## src/rtl/wb_pkg.sv

```systemverilog
// Shared definitions for the write-back commit stage: load-type encoding and
// default widths used by the commit stage and its load aligner.
package wb_pkg;

    localparam int WB_WIDTH_DEF      = 32;
    localparam int WB_REG_NUM_DEF    = 5;
    localparam int WB_STARVE_MAX_DEF = 4;

    // Codes 5..7 are undefined and are treated as a full-word load.
    typedef enum logic [2:0] {
        LDT_LW  = 3'd0,
        LDT_LH  = 3'd1,
        LDT_LHU = 3'd2,
        LDT_LB  = 3'd3,
        LDT_LBU = 3'd4
    } ldtype_e;

endpackage : wb_pkg

```

## src/rtl/load_align.sv

```systemverilog
// Little-endian load alignment: picks the addressed byte/half of a raw memory
// word and sign- or zero-extends it to the full register width.
module load_align
    import wb_pkg::*;
#(
    parameter int WIDTH = WB_WIDTH_DEF
) (
    input  logic [2:0]       ldtype_i,
    input  logic [1:0]       addr_lo_i,
    input  logic [WIDTH-1:0] raw_i,
    output logic [WIDTH-1:0] aligned_o
);

    logic [15:0] half_sel;
    logic [7:0]  byte_sel;

    always_comb begin
        half_sel = addr_lo_i[1] ? raw_i[16 +: 16] : raw_i[0 +: 16];
        byte_sel = raw_i[{3'd0, addr_lo_i} * 5'd8 +: 8];
    end

    // Misaligned halves are not trapped here; the exception unit filters them.
    always_comb begin
        case (ldtype_i)
            LDT_LH:  aligned_o = {{(WIDTH-16){half_sel[15]}}, half_sel};
            LDT_LHU: aligned_o = {{(WIDTH-16){1'b0}}, half_sel};
            LDT_LB:  aligned_o = {{(WIDTH-8){byte_sel[7]}}, byte_sel};
            LDT_LBU: aligned_o = {{(WIDTH-8){1'b0}}, byte_sel};
            default: aligned_o = raw_i;
        endcase
    end

endmodule : load_align

```

## src/rtl/wb_commit.sv

```systemverilog
// Write-back commit stage: MEM/WB register plus arbitration of the single
// regfile write port between in-order results and late load returns.
module wb_commit
    import wb_pkg::*;
#(
    parameter int WIDTH      = WB_WIDTH_DEF,
    parameter int REG_NUM    = WB_REG_NUM_DEF,
    parameter int STARVE_MAX = WB_STARVE_MAX_DEF
) (
    input  logic               clk,
    input  logic               rst_n,
    input  logic               mem_valid,
    output logic               mem_ready,
    input  logic               mem_regwrite,
    input  logic               mem_memtoreg,
    input  logic [2:0]         mem_ldtype,
    input  logic [1:0]         mem_addr_lo,
    input  logic [REG_NUM-1:0] mem_wa,
    input  logic [WIDTH-1:0]   mem_aluout,
    input  logic [WIDTH-1:0]   mem_rdata,
    input  logic               lr_valid,
    output logic               lr_ready,
    input  logic [2:0]         lr_ldtype,
    input  logic [1:0]         lr_addr_lo,
    input  logic [REG_NUM-1:0] lr_wa,
    input  logic [WIDTH-1:0]   lr_rdata,
    input  logic               flush,
    output logic               regwrite,
    output logic [REG_NUM-1:0] wa,
    output logic [WIDTH-1:0]   wd
);

    localparam int CNT_W = $clog2(STARVE_MAX + 1);
    localparam logic [CNT_W-1:0] CNT_MAX = CNT_W'(STARVE_MAX);

    logic               wb_valid_q,    wb_valid_d;
    logic               wb_regwrite_q, wb_regwrite_d;
    logic [REG_NUM-1:0] wb_wa_q,       wb_wa_d;
    logic [WIDTH-1:0]   wb_result_q,   wb_result_d;
    logic [CNT_W-1:0]   starve_cnt_q,  starve_cnt_d;

    logic [WIDTH-1:0]   mem_aligned;
    logic [WIDTH-1:0]   lr_aligned;
    logic               wb_live;

    load_align #(.WIDTH(WIDTH)) u_align_mem (
        .ldtype_i  (mem_ldtype),
        .addr_lo_i (mem_addr_lo),
        .raw_i     (mem_rdata),
        .aligned_o (mem_aligned)
    );

    load_align #(.WIDTH(WIDTH)) u_align_lr (
        .ldtype_i  (lr_ldtype),
        .addr_lo_i (lr_addr_lo),
        .raw_i     (lr_rdata),
        .aligned_o (lr_aligned)
    );

    assign mem_ready = (starve_cnt_q != CNT_MAX);
    assign wb_live   = wb_valid_q & wb_regwrite_q & (wb_wa_q != '0);

    // Result is resolved at capture so WB holds a single ready-to-write word.
    always_comb begin
        wb_valid_d    = 1'b0;
        wb_regwrite_d = wb_regwrite_q;
        wb_wa_d       = wb_wa_q;
        wb_result_d   = wb_result_q;
        if (mem_ready) begin
            wb_valid_d    = mem_valid & ~flush;
            wb_regwrite_d = mem_regwrite;
            wb_wa_d       = mem_wa;
            wb_result_d   = mem_memtoreg ? mem_aligned : mem_aluout;
        end
    end

    // A late return is granted only when the pipeline does not need the port;
    // rst_n gates the grant so the port stays quiet while in reset.
    always_comb begin
        regwrite = 1'b0;
        wa       = '0;
        wd       = '0;
        lr_ready = 1'b0;
        if (wb_live) begin
            regwrite = 1'b1;
            wa       = wb_wa_q;
            wd       = wb_result_q;
        end else if (lr_valid && rst_n) begin
            lr_ready = 1'b1;
            regwrite = (lr_wa != '0);
            wa       = lr_wa;
            wd       = lr_aligned;
        end
    end

    always_comb begin
        starve_cnt_d = '0;
        if (lr_valid && !lr_ready) begin
            starve_cnt_d = (starve_cnt_q == CNT_MAX) ? starve_cnt_q : starve_cnt_q + 1'b1;
        end
    end

    // NOTE: the payload is reset as well as the valid bit so wa/wd never carry
    // stale or unknown data, even though wb_valid alone gates the write.
    always_ff @(posedge clk or negedge rst_n) begin
        if (!rst_n) begin
            wb_valid_q    <= 1'b0;
            wb_regwrite_q <= 1'b0;
            wb_wa_q       <= '0;
            wb_result_q   <= '0;
            starve_cnt_q  <= '0;
        end else begin
            // NOTE: non-blocking so every register samples pre-edge values.
            wb_valid_q    <= wb_valid_d;
            wb_regwrite_q <= wb_regwrite_d;
            wb_wa_q       <= wb_wa_d;
            wb_result_q   <= wb_result_d;
            starve_cnt_q  <= starve_cnt_d;
        end
    end

endmodule : wb_commit

```

## config.mk

```make
export PLATFORM = sky130hd
export DESIGN_NAME = wb_commit
export DESIGN_NICKNAME = d
export VERILOG_FILES = /design/src/rtl/wb_pkg.sv /design/src/rtl/load_align.sv /design/src/rtl/wb_commit.sv
export SDC_FILE = /design/constraint.sdc
export NUM_CORES = 1
export LEC_CHECK = 0
export CORE_UTILIZATION = 48
export DETAILED_ROUTE_END_ITERATION = 8
export PLACE_DENSITY = 0.95
export SLEW_MARGIN = 30
export SYNTH_ARGS = -nofsm -noshare
export SYNTH_HDL_FRONTEND = slang
export SYNTH_SLANG_ARGS = --single-unit
```

## constraint.sdc

```tcl
create_clock -name clk -period 3.1 [get_ports clk]
set_input_delay 0.62 -clock clk [delete_from_list [all_inputs] [get_ports clk]]
set_output_delay 0.62 -clock clk [all_outputs]
set_load 0.005 [all_outputs]
```

==> reports/metrics.json <==
{
  "worst_setup_path": {
    "classification_of_the_worst_setup_path": "input pin to output port",
    "cpPeakStageDelay_ns": 0.51,
    "worst-r2r-setup-slack_ns": 1.16,
    "timing.critical_path.depth": 7,
    "r2r.worst_path.cells": 8,
    "critPathArrivalTime_ns": 2.46,
    "critical_path.reg2reg.startpoint": "starve_cnt_q[0]",
    "startpoint": "lr_rdata[31]",
    "slowest_cell_on_the_critical_path": "sky130_fd_sc_hd__mux4_2",
    "worst-path-buf-inv": 3,
    "timing.critical_path.to_type": "output port",
    "timing.critical_path.from_type": "input pin",
    "regToRegEndpoint": "wb_result_q[18]",
    "worst_ep_required_time_ns": 2.48,
    "timing.critical_path.cells": "dlygate4sd2_1 > mux4_2 > a211o_4 > buf_4 > a21oi_4 > o21ai_1 > dlygate4sd2_1",
    "critical-path-top-cell-by-count": "sky130_fd_sc_hd__dlygate4sd2_1",
    "critical_path_peak_fanout": 5,
    "cpLargestDelayFamily": "buffers and inverters",
    "critical_path.endpoint": "wd[15]"
  },
  "logic_synthesis": {
    "synthSimpleGateAreaFrac_pct": 26.2,
    "synth-compound-area-share_pct": 31.1,
    "syn-cell-area_um2": 4020,
    "synth.mux.area_fraction_pct": 8.72,
    "yosys_register_bits": 42,
    "syn-mean-instance-area_um2": 7.33,
    "synthesis.instances": 548,
    "synthXorXnorAreaFrac_pct": 1.06,
    "ys_dominant_reg_cell": "sky130_fd_sc_hd__dfrtp_1",
    "syn_nets": 673,
    "number_of_flops_mapped_to_enable_cells_by_yosys": 0,
    "synthesis.yosys.warnings": 0,
    "yosys.area_share.adder_pct": 0.623,
    "postSynth.asyncResetShare_pct": 100,
    "netlist-cell-type-count": 60,
    "synth.yosys.seq_area_share_pct": 26.2,
    "main_combinational_cell_family_by_area_after_synthesis": "compound AO/OA/AOI/OAI gates"
  },
  "grt": {
    "antenna_found_initial": 0,
    "overflow": 0,
    "grt_use_met1_pct": 49.1,
    "grt_pass1_vias": 5076,
    "peak_usage_layer_in_the_global_routing_report": "met2",
    "largest_net_degree_at_the_start_of_global_routing": 43,
    "global_route.usage.met2_pct": 61.8,
    "global_route_wire_length_before_repair_um": 25800,
    "grt.total_usage_pct": 38.1,
    "met3_usage_pct": 7.24
  },
  "die": {
    "floorplan.die.width_um": 93.5,
    "starting_density_of_the_core_pct": 50.7,
    "row_count": 32,
    "die_h_um": 93.5,
    "design.portCount": 163,
    "fp.dieArea_um2": 8740,
    "coreArea_um2": 7930
  },
  "power": {
    "p_per_area_nw_per_um2": 290,
    "max-vdd-ir-drop_mv": 0.200,
    "p_leak_uw": 0.00245
  },
  "timing": {
    "finalCritPeriodShare_pct": 99.5,
    "clock_skew_ns": 0.00687,
    "worst-slew-pin-transition_ns": 0.619,
    "slew-limit-headroom_pct": 58.7,
    "timing.final.crit_period_ns": 3.08,
    "count_of_endpoints_failing_setup_in_the_final_report": 0,
    "final_hold_viol_count": 0,
    "holdWs_ns": 0.415,
    "drv_slew": 0,
    "achievable-frequency_mhz": 324
  },
  "detailed_routing": {
    "via_count_normalized_by_instance_count": 6.48,
    "drc": 0,
    "num_vias": 5344,
    "routed_wire_length_per_instance_um": 20.3,
    "wl_um": 16700,
    "dr.pass1.iters": 8,
    "initialDrtViolationCount": 585,
    "antenna_violating_nets_post_route": 0
  },
  "placed_design": {
    "numPortBuffers": 162,
    "place_hpwl_um": 12100,
    "placed_cells": 801,
    "globalplace.congestion": 0.969
  },
  "finish": {
    "antenna_cells_inserted": 0,
    "final_layout_size_suffix_gt1_share_pct": 16.9,
    "fin_nets": 847,
    "syn2layout_area_growth_pct": 52.8,
    "final_cells": 825
  },
  "run": {
    "timing.max_cap.violations": 0
  },
  "cts": {
    "clock_sink_count": 42,
    "cts_buffers": 5,
    "cts_tree": "yes",
    "clock_insertion_delay_worst_skew_ns": 0.30,
    "clock_tree.root_cell": "sky130_fd_sc_hd__clkbuf_8",
    "worst_setup_hold_path_clk_slew_ns": 0.09,
    "htree_levels": 2,
    "clock_path_buffers": 2
  },
  "outcome": {
    "outcome": "finished clean"
  },
  "hold_path": {
    "hold_path.class": "input pin to asynchronous set/reset pin"
  }
}
## cell families (layout without fill, tap and decap cells)
family / Yosys count / in the layout
compound gates: 207 / 207
flops: 42 / 42
mux: 29 / 29
simple gates: 211 / 212
fa+ha+maj: 2 / 2
xor+xnor: 4 / 4
buf+inv: 53 / 227
## sequential cells by signal, indices dropped and copies added (netlist names)
name / cells
wb_result_q: 32
wb_wa_q: 5
starve_cnt_q: 3
wb_regwrite_q: 1
wb_valid_q: 1
## worst reg2reg max path: stages, from the launching register on
cell	delay, ns
sky130_fd_sc_hd__dfrtp_1	0.36
sky130_fd_sc_hd__inv_1	0.07
sky130_fd_sc_hd__ha_1	0.21
sky130_fd_sc_hd__and2_1	0.17
sky130_fd_sc_hd__inv_1	0.21
sky130_fd_sc_hd__nand2_1	0.16
sky130_fd_sc_hd__a31oi_2	0.32
sky130_fd_sc_hd__buf_4	0.24
sky130_fd_sc_hd__a21oi_1	0.10
## synth_stat cells, types with 2 or more instances
cell,count,area share (%)
sky130_fd_sc_hd__nand2_1,97,9.1
sky130_fd_sc_hd__o21ai_0,80,10
sky130_fd_sc_hd__dfrtp_1,42,26
sky130_fd_sc_hd__a21oi_1,41,5.1
sky130_fd_sc_hd__nor2_1,29,2.7
sky130_fd_sc_hd__or3_1,26,4.0
sky130_fd_sc_hd__o21ai_1,24,3.0
sky130_fd_sc_hd__mux2_2,21,5.9
sky130_fd_sc_hd__clkbuf_1,19,1.8
sky130_fd_sc_hd__buf_2,17,2.1
sky130_fd_sc_hd__nor3_1,11,1.4
sky130_fd_sc_hd__nor2b_1,9,1.4
sky130_fd_sc_hd__a2111oi_0,8,1.7
sky130_fd_sc_hd__a31oi_1,8,1.2
sky130_fd_sc_hd__or4b_1,8,2.0
sky130_fd_sc_hd__a221oi_1,7,1.5
sky130_fd_sc_hd__a2bb2oi_1,7,1.5
sky130_fd_sc_hd__nand4_1,7,1.1
sky130_fd_sc_hd__o211ai_1,7,1.3
sky130_fd_sc_hd__o31ai_1,7,1.3
sky130_fd_sc_hd__buf_1,6,0.56
sky130_fd_sc_hd__inv_1,6,0.56
sky130_fd_sc_hd__a22o_1,5,1.1
sky130_fd_sc_hd__and2_1,4,0.62
sky130_fd_sc_hd__mux2i_1,4,1.0
sky130_fd_sc_hd__nor3b_1,4,0.75
sky130_fd_sc_hd__buf_6,3,0.84
sky130_fd_sc_hd__o21a_1,3,0.56
sky130_fd_sc_hd__xnor2_1,3,0.65
sky130_fd_sc_hd__a211oi_1,2,0.37
sky130_fd_sc_hd__ha_1,2,0.62
sky130_fd_sc_hd__nand2b_1,2,0.31
sky130_fd_sc_hd__o31ai_2,2,0.62
## power breakdown
group          internal [uW]  leakage, uW  switching [uW]
registers                606     0.000493            44.6
clock network            159    0.0000452             198
logic                    396      0.00191             376
total                   1160      0.00245             618
## layout by cell type (no fill, tap or decap), types with 4 or more instances in the layout
master and instances:
sky130_fd_sc_hd__clkdlybuf4s50_1 122, sky130_fd_sc_hd__nand2_1 97, sky130_fd_sc_hd__o21ai_0 63, sky130_fd_sc_hd__buf_4 44
sky130_fd_sc_hd__dfrtp_1 42, sky130_fd_sc_hd__o21ai_1 35, sky130_fd_sc_hd__a21oi_1 35, sky130_fd_sc_hd__dlygate4sd2_1 33
sky130_fd_sc_hd__nor2_1 28, sky130_fd_sc_hd__or3_1 25, sky130_fd_sc_hd__mux2_2 21, sky130_fd_sc_hd__nor3_1 11
sky130_fd_sc_hd__nor2b_1 9, sky130_fd_sc_hd__a31oi_1 8, sky130_fd_sc_hd__or4b_1 8, sky130_fd_sc_hd__nand4_1 7
sky130_fd_sc_hd__o31ai_1 7, sky130_fd_sc_hd__a2bb2oi_1 7, sky130_fd_sc_hd__o211ai_1 7, sky130_fd_sc_hd__a221oi_1 7
sky130_fd_sc_hd__o21ai_2 6, sky130_fd_sc_hd__inv_1 5, sky130_fd_sc_hd__a22o_1 5, sky130_fd_sc_hd__a21oi_2 5
sky130_fd_sc_hd__clkbuf_8 5, sky130_fd_sc_hd__and2_1 4, sky130_fd_sc_hd__nor3b_1 4, sky130_fd_sc_hd__a2111oi_2 4
sky130_fd_sc_hd__buf_6 4
## per-stage QoR
| step | setup TNS [ns] | utilization [%] | setup slack [ns] | area (um^2) | total power (uW) |
|---|---|---|---|---|---|
| 6_report | 0 | 77.4 | 0.0157 | 6140 | 1780 |
| 5_1_grt | -0.0100 | 77.4 | -0.00692 | 6140 | 1860 |
| 3_5_place_dp | -13.85 | 73.6 | -0.534 | 5830 | 1370 |
| 4_1_cts | -0.0820 | 76.9 | -0.0610 | 6100 | 1740 |
| 2_1_floorplan | 0 | - | 0.671 | 4020 | 970 |
| 3_3_place_gp | -9.49 | 73.6 | -0.499 | 5830 | 1350 |
## routing by layer
metal	vias up	routed length (um)
li1	2362	-
met1	2466	6430
met2	427	7590
met3	89	1900
met4	0	815
met5	-	0
## layout make-up
class,instances,area [um^2]
Fill cell,545,1790
Timing Repair Buffer,212,1980
Tap cell,102,128
Multi-Input combinational cell,454,2870
Clock inverter,2,13.8
Clock buffer,6,72.6
Inverter,7,26.3
Sequential cell,42,1050
## how the worst min path moves through the flow
| stage | end | cells past startpoint | from |
|---|---|---|---|
| floorplan | starve_cnt_q[0] | 0 | rst_n |
| global placement | wb_result_q[14] | 2 | wb_result_q[14] |
| detailed placement | wb_result_q[9] | 2 | wb_result_q[9] |
| CTS | wb_wa_q[4] | 2 | rst_n |
| global route | wb_regwrite_q | 2 | rst_n |
| finish | wb_wa_q[3] | 2 | rst_n |
## repair_timing
action,4_1_cts,5_1_grt
hold buffers,0,0
gates resized for setup,88,13
setup endpoints to repair,38,22
gates cloned,1,0
buffers inserted,12,3
pin swaps,23,2
Power figures use the tool's default switching activity.
